## config.mk

```make
export PLATFORM = sky130hd
export DESIGN_NAME = uart_tx_buffer
export DESIGN_NICKNAME = d
export VERILOG_FILES = /design/src/rtl/uart_pkg.sv /design/src/rtl/uart_tx_buffer_sync_fifo.sv /design/src/rtl/uart_tx_buffer.sv
export SDC_FILE = /design/constraint.sdc
export NUM_CORES = 1
export LEC_CHECK = 0
export ABC_AREA = 1
export BUFFER_PORTS_ARGS = -buffer_cell sky130_fd_sc_hd__buf_2
export CAP_MARGIN = 20
export CELL_PAD_IN_SITES_DETAIL_PLACEMENT = 1
export CELL_PAD_IN_SITES_GLOBAL_PLACEMENT = 1
export CORE_MARGIN = 2
export CORE_UTILIZATION = 54
export DETAILED_ROUTE_END_ITERATION = 8
export PLACE_DENSITY_LB_ADDON = 0.2
export SETUP_SLACK_MARGIN = 0.4
export SLEW_MARGIN = 10
export SYNTH_ARGS = -nofsm -noshare
export SYNTH_HDL_FRONTEND = slang
export SYNTH_SLANG_ARGS = --single-unit
```

## constraint.sdc

```tcl
create_clock -name clk -period 4.4 [get_ports clk]
set_clock_uncertainty 0.15 [all_clocks]
set_input_delay 1.32 -clock clk [delete_from_list [all_inputs] [get_ports clk]]
set_output_delay 1.32 -clock clk [all_outputs]
set_load 0.01 [all_outputs]
```

## src/rtl/uart_pkg.sv

```systemverilog
// Shared types and defaults for the UART transmit buffer: FSM states, byte
// width and default FIFO depth / inter-frame gap / frame timeout.
package uart_pkg;

  localparam int UART_DATA_W            = 8;
  localparam int DEFAULT_DEPTH          = 16;
  localparam int DEFAULT_GAP_CYCLES     = 4;
  localparam int DEFAULT_TIMEOUT_CYCLES = 20000;

  typedef enum logic [1:0] {
    IDLE = 2'd0,
    LOAD = 2'd1,
    SEND = 2'd2,
    GAP  = 2'd3
  } tx_state_e;

endpackage

```

## src/rtl/uart_tx_buffer_sync_fifo.sv

```systemverilog
// Circular byte FIFO with registered occupancy. A push while full is only
// accepted when a pop frees an entry in the same cycle.
module sync_fifo
  import uart_pkg::*;
#(
  parameter int DEPTH = DEFAULT_DEPTH,
  parameter int WIDTH = UART_DATA_W
) (
  input  logic                   clk,
  input  logic                   rst,
  input  logic                   push_i,
  input  logic                   pop_i,
  input  logic [WIDTH-1:0]       wr_data_i,
  output logic [WIDTH-1:0]       rd_data_o,
  output logic                   full_o,
  output logic                   empty_o,
  output logic [$clog2(DEPTH):0] count_o
);

  localparam int AW = $clog2(DEPTH);

  logic [WIDTH-1:0] mem_q [DEPTH];
  logic [AW-1:0]    wr_ptr_q, wr_ptr_d;
  logic [AW-1:0]    rd_ptr_q, rd_ptr_d;
  logic [AW:0]      count_q, count_d;
  logic             do_push, do_pop;

  assign full_o    = (count_q == (AW+1)'(DEPTH));
  assign empty_o   = (count_q == '0);
  assign count_o   = count_q;
  assign rd_data_o = mem_q[rd_ptr_q];

  assign do_pop  = pop_i & ~empty_o;
  assign do_push = push_i & (~full_o | do_pop);

  // Pointers wrap naturally because DEPTH is a power of two.
  always_comb begin
    wr_ptr_d = wr_ptr_q;
    rd_ptr_d = rd_ptr_q;
    count_d  = count_q;
    if (do_push) wr_ptr_d = wr_ptr_q + 1'b1;
    if (do_pop)  rd_ptr_d = rd_ptr_q + 1'b1;
    case ({do_push, do_pop})
      2'b10:   count_d = count_q + 1'b1;
      2'b01:   count_d = count_q - 1'b1;
      default: count_d = count_q;
    endcase
  end

  always_ff @(posedge clk or posedge rst) begin
    if (rst) begin
      wr_ptr_q <= '0;
      rd_ptr_q <= '0;
      count_q  <= '0;
    end else begin
      wr_ptr_q <= wr_ptr_d;
      rd_ptr_q <= rd_ptr_d;
      count_q  <= count_d;
    end
  end

  always_ff @(posedge clk) begin
    if (do_push) mem_q[wr_ptr_q] <= wr_data_i;
  end

endmodule

```

## src/rtl/uart_tx_buffer.sv

```systemverilog
// Byte FIFO plus handshake FSM feeding UART_Top's transmit side one frame at a time.
// Optional frame timeout and timeout_err port: define UART_TX_BUFFER_TIMEOUT_EN.
module uart_tx_buffer
  import uart_pkg::*;
#(
  parameter int DEPTH          = DEFAULT_DEPTH,
  parameter int GAP_CYCLES     = DEFAULT_GAP_CYCLES,
  parameter int TIMEOUT_CYCLES = DEFAULT_TIMEOUT_CYCLES
) (
  input  logic                   clk,
  input  logic                   rst,
  input  logic                   wr_en,
  input  logic [UART_DATA_W-1:0] wr_data,
  output logic                   full,
  output logic                   empty,
  output logic [$clog2(DEPTH):0] count,
  output logic                   overflow,
  output logic [UART_DATA_W-1:0] din_tx,
  output logic                   data_update,
  input  logic                   done_tx,
  output logic                   busy
`ifdef UART_TX_BUFFER_TIMEOUT_EN
  ,
  output logic                   timeout_err
`endif
);

  localparam int GAP_W = (GAP_CYCLES > 1) ? $clog2(GAP_CYCLES) : 1;

  if (DEPTH < 2 || (DEPTH & (DEPTH - 1)) != 0 || GAP_CYCLES < 1 || TIMEOUT_CYCLES < 1)
  begin : g_param_check
    $error("uart_tx_buffer: illegal DEPTH, GAP_CYCLES or TIMEOUT_CYCLES");
  end

  tx_state_e              state_q;
  logic [UART_DATA_W-1:0] din_q;
  logic                   dup_q;
  logic [GAP_W-1:0]       gap_q;
  logic                   done_q;
  logic                   overflow_q;
  logic [UART_DATA_W-1:0] fifo_rd_data;
  logic                   pop;
  logic                   done_rise;
  logic                   timeout_hit;

  sync_fifo #(
    .DEPTH(DEPTH),
    .WIDTH(UART_DATA_W)
  ) u_fifo (
    .clk      (clk),
    .rst      (rst),
    .push_i   (wr_en),
    .pop_i    (pop),
    .wr_data_i(wr_data),
    .rd_data_o(fifo_rd_data),
    .full_o   (full),
    .empty_o  (empty),
    .count_o  (count)
  );

  assign pop         = (state_q == LOAD);
  assign done_rise   = done_tx & ~done_q;
  assign din_tx      = din_q;
  assign data_update = dup_q;
  assign busy        = (state_q != IDLE);
  assign overflow    = overflow_q;

  always_ff @(posedge clk or posedge rst) begin
    if (rst) begin
      done_q     <= 1'b0;
      overflow_q <= 1'b0;
    end else begin
      done_q <= done_tx;
      if (wr_en && full && !pop) overflow_q <= 1'b1;
    end
  end

`ifdef UART_TX_BUFFER_TIMEOUT_EN
  localparam int TMR_W = (TIMEOUT_CYCLES > 1) ? $clog2(TIMEOUT_CYCLES) : 1;

  logic [TMR_W-1:0] tmr_q;
  logic             timeout_err_q;

  assign timeout_hit = (state_q == SEND) && !done_rise &&
                       (tmr_q == TMR_W'(TIMEOUT_CYCLES - 1));
  assign timeout_err = timeout_err_q;

  // Frame timer only advances while a frame is waiting for done_tx.
  always_ff @(posedge clk or posedge rst) begin
    if (rst) begin
      tmr_q         <= '0;
      timeout_err_q <= 1'b0;
    end else begin
      if (state_q == SEND && !done_rise && !timeout_hit) tmr_q <= tmr_q + 1'b1;
      else                                               tmr_q <= '0;
      if (timeout_hit) timeout_err_q <= 1'b1;
    end
  end
`else
  assign timeout_hit = 1'b0;
`endif

  // A timed-out frame leaves through the same GAP path as a completed one.
  always_ff @(posedge clk or posedge rst) begin
    if (rst) begin
      state_q <= IDLE;
      din_q   <= '0;
      dup_q   <= 1'b0;
      gap_q   <= '0;
    end else begin
      case (state_q)
        IDLE: begin
          if (!empty) state_q <= LOAD;
        end
        LOAD: begin
          din_q   <= fifo_rd_data;
          dup_q   <= 1'b1;
          state_q <= SEND;
        end
        SEND: begin
          if (done_rise || timeout_hit) begin
            dup_q   <= 1'b0;
            gap_q   <= GAP_W'(GAP_CYCLES - 1);
            state_q <= GAP;
          end
        end
        GAP: begin
          if (gap_q == '0) state_q <= IDLE;
          else             gap_q   <= gap_q - 1'b1;
        end
        default: state_q <= IDLE;
      endcase
    end
  end

endmodule

```

==> results.sh <==
export IMPL_syn2layout_area_growth_pct=12.0
export IMPL_grt_pass1_vias=4609
export IMPL_yosys_area_top_type="edfxtp_1"
export IMPL_vias=4316
export IMPL_cp_cell_sequence="inv_1 > ha_1 > inv_2 > nand2_2 > nand2_4 > inv_4 > nand2_1 > nor2_1"
export IMPL_gr_total_overflow=0
export IMPL_crit_fanout=14
export IMPL_grt_setup_unrepaired="no"
export IMPL_dr_pass1_iters=5
export IMPL_path_depth=8
export IMPL_grt_first_pass_wirelength_um=25700
export IMPL_drtIter0Drc=270
export IMPL_worstSetupEndpointType="flip-flop"
export IMPL_wl_um=16400
export IMPL_fp_dieArea_sq_um=13100
export IMPL_leakage_nw=2.90
export IMPL_cp_slowest_cell="nor2_1"
export IMPL_r2r_cells=8
export IMPL_dp_hpwl_um=11000
export IMPL_fin_total_pwr_mw=5.16
export IMPL_drtAntennaViolNets=0
export IMPL_final_area_sq_um=7410
export IMPL_ys_seq_elements=156
export IMPL_min_from="overflow$_DFFE_PP0P_"
export IMPL_max_cap_violations=0
export IMPL_finalSetupViolCount=0
export IMPL_synthDistinctLibCells=33
export IMPL_worstSetupPathType="flip-flop to flip-flop"
export IMPL_die_w_um=115
export IMPL_synth_avg_cell_area_sq_um=12.0
export IMPL_min_path_type="flip-flop to flip-flop"
export IMPL_yosysSeqAreaShare_pct=68.7
export IMPL_rows=40
export IMPL_status="finished, final reports clean"
export IMPL_tightest_slew_ps=1000
export IMPL_ir_worst_vdd_uv=423
export IMPL_synth_cells=550
export IMPL_cts_root_buf="clkbuf_16"
export IMPL_reg2reg_from="state_q[1]$_DFFE_PP0P_"
export IMPL_power_density_nw_per_um2=696
export IMPL_grt_use_total_pct=27.3
export IMPL_start_kind="flip-flop"
export IMPL_drive_above_1_share_pct=14.0
export IMPL_crit_required_ps=4300
export IMPL_fin_util_pct=61.9
export IMPL_grt_max_degree=72
export IMPL_final_common_cell="edfxtp_1"
export IMPL_worst_path_buf_inv=3
export IMPL_coreArea_sq_um=12000
export IMPL_gp_congestion=0.831
export IMPL_cp_data_arrival_time_ps=2970
export IMPL_finalCriticalPeriod_ps=3070
export IMPL_port_buffers=29
export IMPL_finalCritPeriodShare_pct=69.8
export IMPL_crit_path_max_incr_delay_ps=640
export IMPL_syn_num_nets=575
export IMPL_finalMaxSlewViolations=0
export IMPL_clkSlewWorstSetupHoldPaths_ps=60
export IMPL_ios=30
export IMPL_synth_area_top_cells="edfxtp_1 (58%), dfrtp_1 (11%), nand2_1 (5.6%)"
export IMPL_crit_path_start="state_q[1]$_DFFE_PP0P_"
export IMPL_most_common_layout_cells="edfxtp_1 (128), nand2_1 (98), nor2_1 (52), o21ai_0 (44), inv_1 (34)"
export IMPL_clockBufferDepth=2
export IMPL_post_cts_buffers=0
export IMPL_fmax_ghz=0.326
export IMPL_place_area_sq_um=6820
export IMPL_nets=603
export IMPL_cts_resized=0
export IMPL_cts_buffers=17
export IMPL_synth_top_area_share_pct=58.1
export IMPL_wl_per_cell_um=22.3
export IMPL_finalHoldViolCount=0
export IMPL_antenna_found_initial=0
export IMPL_yosys_warnings=0
export IMPL_whs_ps=350
export IMPL_insertion_delay_ps=420
export IMPL_htree_levels=4
export IMPL_diodes=0
export IMPL_critPathTopFamily="simple AND/OR/NAND/NOR gates"
export IMPL_cts_tree="yes"
export IMPL_start_util_pct=55.3
export IMPL_max_slew_margin_pct=33.3
export IMPL_setup_tns_ps=0
export IMPL_hold_depth=1
export IMPL_drc_errors=0
export IMPL_avgViaCountPerCell=5.85
export IMPL_fp_dieH_um=115
export IMPL_synth_area_sq_um=6610
export IMPL_cts_sinks=156
export IMPL_postCtsHoldBufs=0
kinds of logic after synthesis:
logic type,Yosys count,synth area share [%]
and+or+nand+nor,191,12.7
DFF,156,68.7
AOI/OAI and AO/OA,108,8.93
buffers and inverters,62,4.30
adders and majority gates,13,2.46
muxes,12,1.82
xor gates and xnor gates,8,1.06
state kept, by name (all words and copies together) (netlist names):
register and cells:
gap_q 2, u_fifo.count_o 5, state_q 2, done_q 1
din_tx 8, u_fifo.rd_ptr_q 4, u_fifo.mem_q 128, overflow 1
data_update 1, u_fifo.wr_ptr_q 4
Yosys cell counts:
cell type	n
ha_1	13
nand4_1	3
nor2_1	52
clkbuf_1	4
o211ai_1	6
nand4_2	1
inv_4	1
nor3_1	3
o21bai_1	1
nor2_2	4
nand2_1	98
mux2i_1	12
clkbuf_2	1
a21oi_1	29
nand3_4	2
o221ai_1	4
clkinv_2	1
edfxtp_1	128
inv_2	4
inv_1	34
o21ai_1	12
nand3_1	21
xor2_1	8
nand2_4	4
buf_4	5
a31oi_1	1
buf_2	10
o22ai_1	10
buf_6	2
o21ai_0	44
a32oi_1	1
nand2_2	3
dfrtp_1	28
worst paths after layout:
path | endpoint | slack, ps
hold / removal | overflow$_DFFE_PP0P_ | 350
setup / recovery | u_fifo.mem_q[0][2]$_DFFE_PP_ | 1330
hold reg to reg | overflow$_DFFE_PP0P_ | 350
max in group asynchronous | u_fifo.rd_ptr_q[0]$_DFFE_PP0N_ | 2890
min in group asynchronous | gap_q[0]$_DFFE_PP0P_ | 750
setup reg to reg | u_fifo.mem_q[0][2]$_DFFE_PP_ | 1330
routing by layer:
layer  vias up  wire (um)  global-route usage, %
met5         -          0                      0
met4         0        405                   9.76
met3        29        887                   7.25
met2       135       8200                   44.9
met1      2166       6950                   35.2
li1       1986          -                      -
cell type report:
cell class / count / area, sq um
timing repair buffer: 31 / 180
sequential: 156 / 4550
tap: 147 / 184
clock buffer: 17 / 425
multi-input combinational: 332 / 1780
inverter: 40 / 154
fill: 1179 / 4560
clock inverter: 15 / 135
metrics by stage:
step,worst slack [ps],instances
after floorplan,1810,550
after global placement,1520,705
after detailed placement,1410,705
after CTS,1340,737
after global routing,1140,738
final,1330,738
worst register-to-register path, cell delays in order, from the launching register on:
cell     delay [ps]
dfrtp_1         400
inv_1           150
ha_1            580
inv_2           230
nand2_2         160
nand2_4          70
inv_4           110
nand2_1         220
nor2_1          640
power breakdown:
group          total, mW  internal (mW)  switching [mW]
Combinational       1.73          0.520            1.21
Clock               1.38          0.785           0.597
Sequential          2.05           1.85           0.199
Total               5.16           3.15            2.00
(Power assumes the default switching activity.)
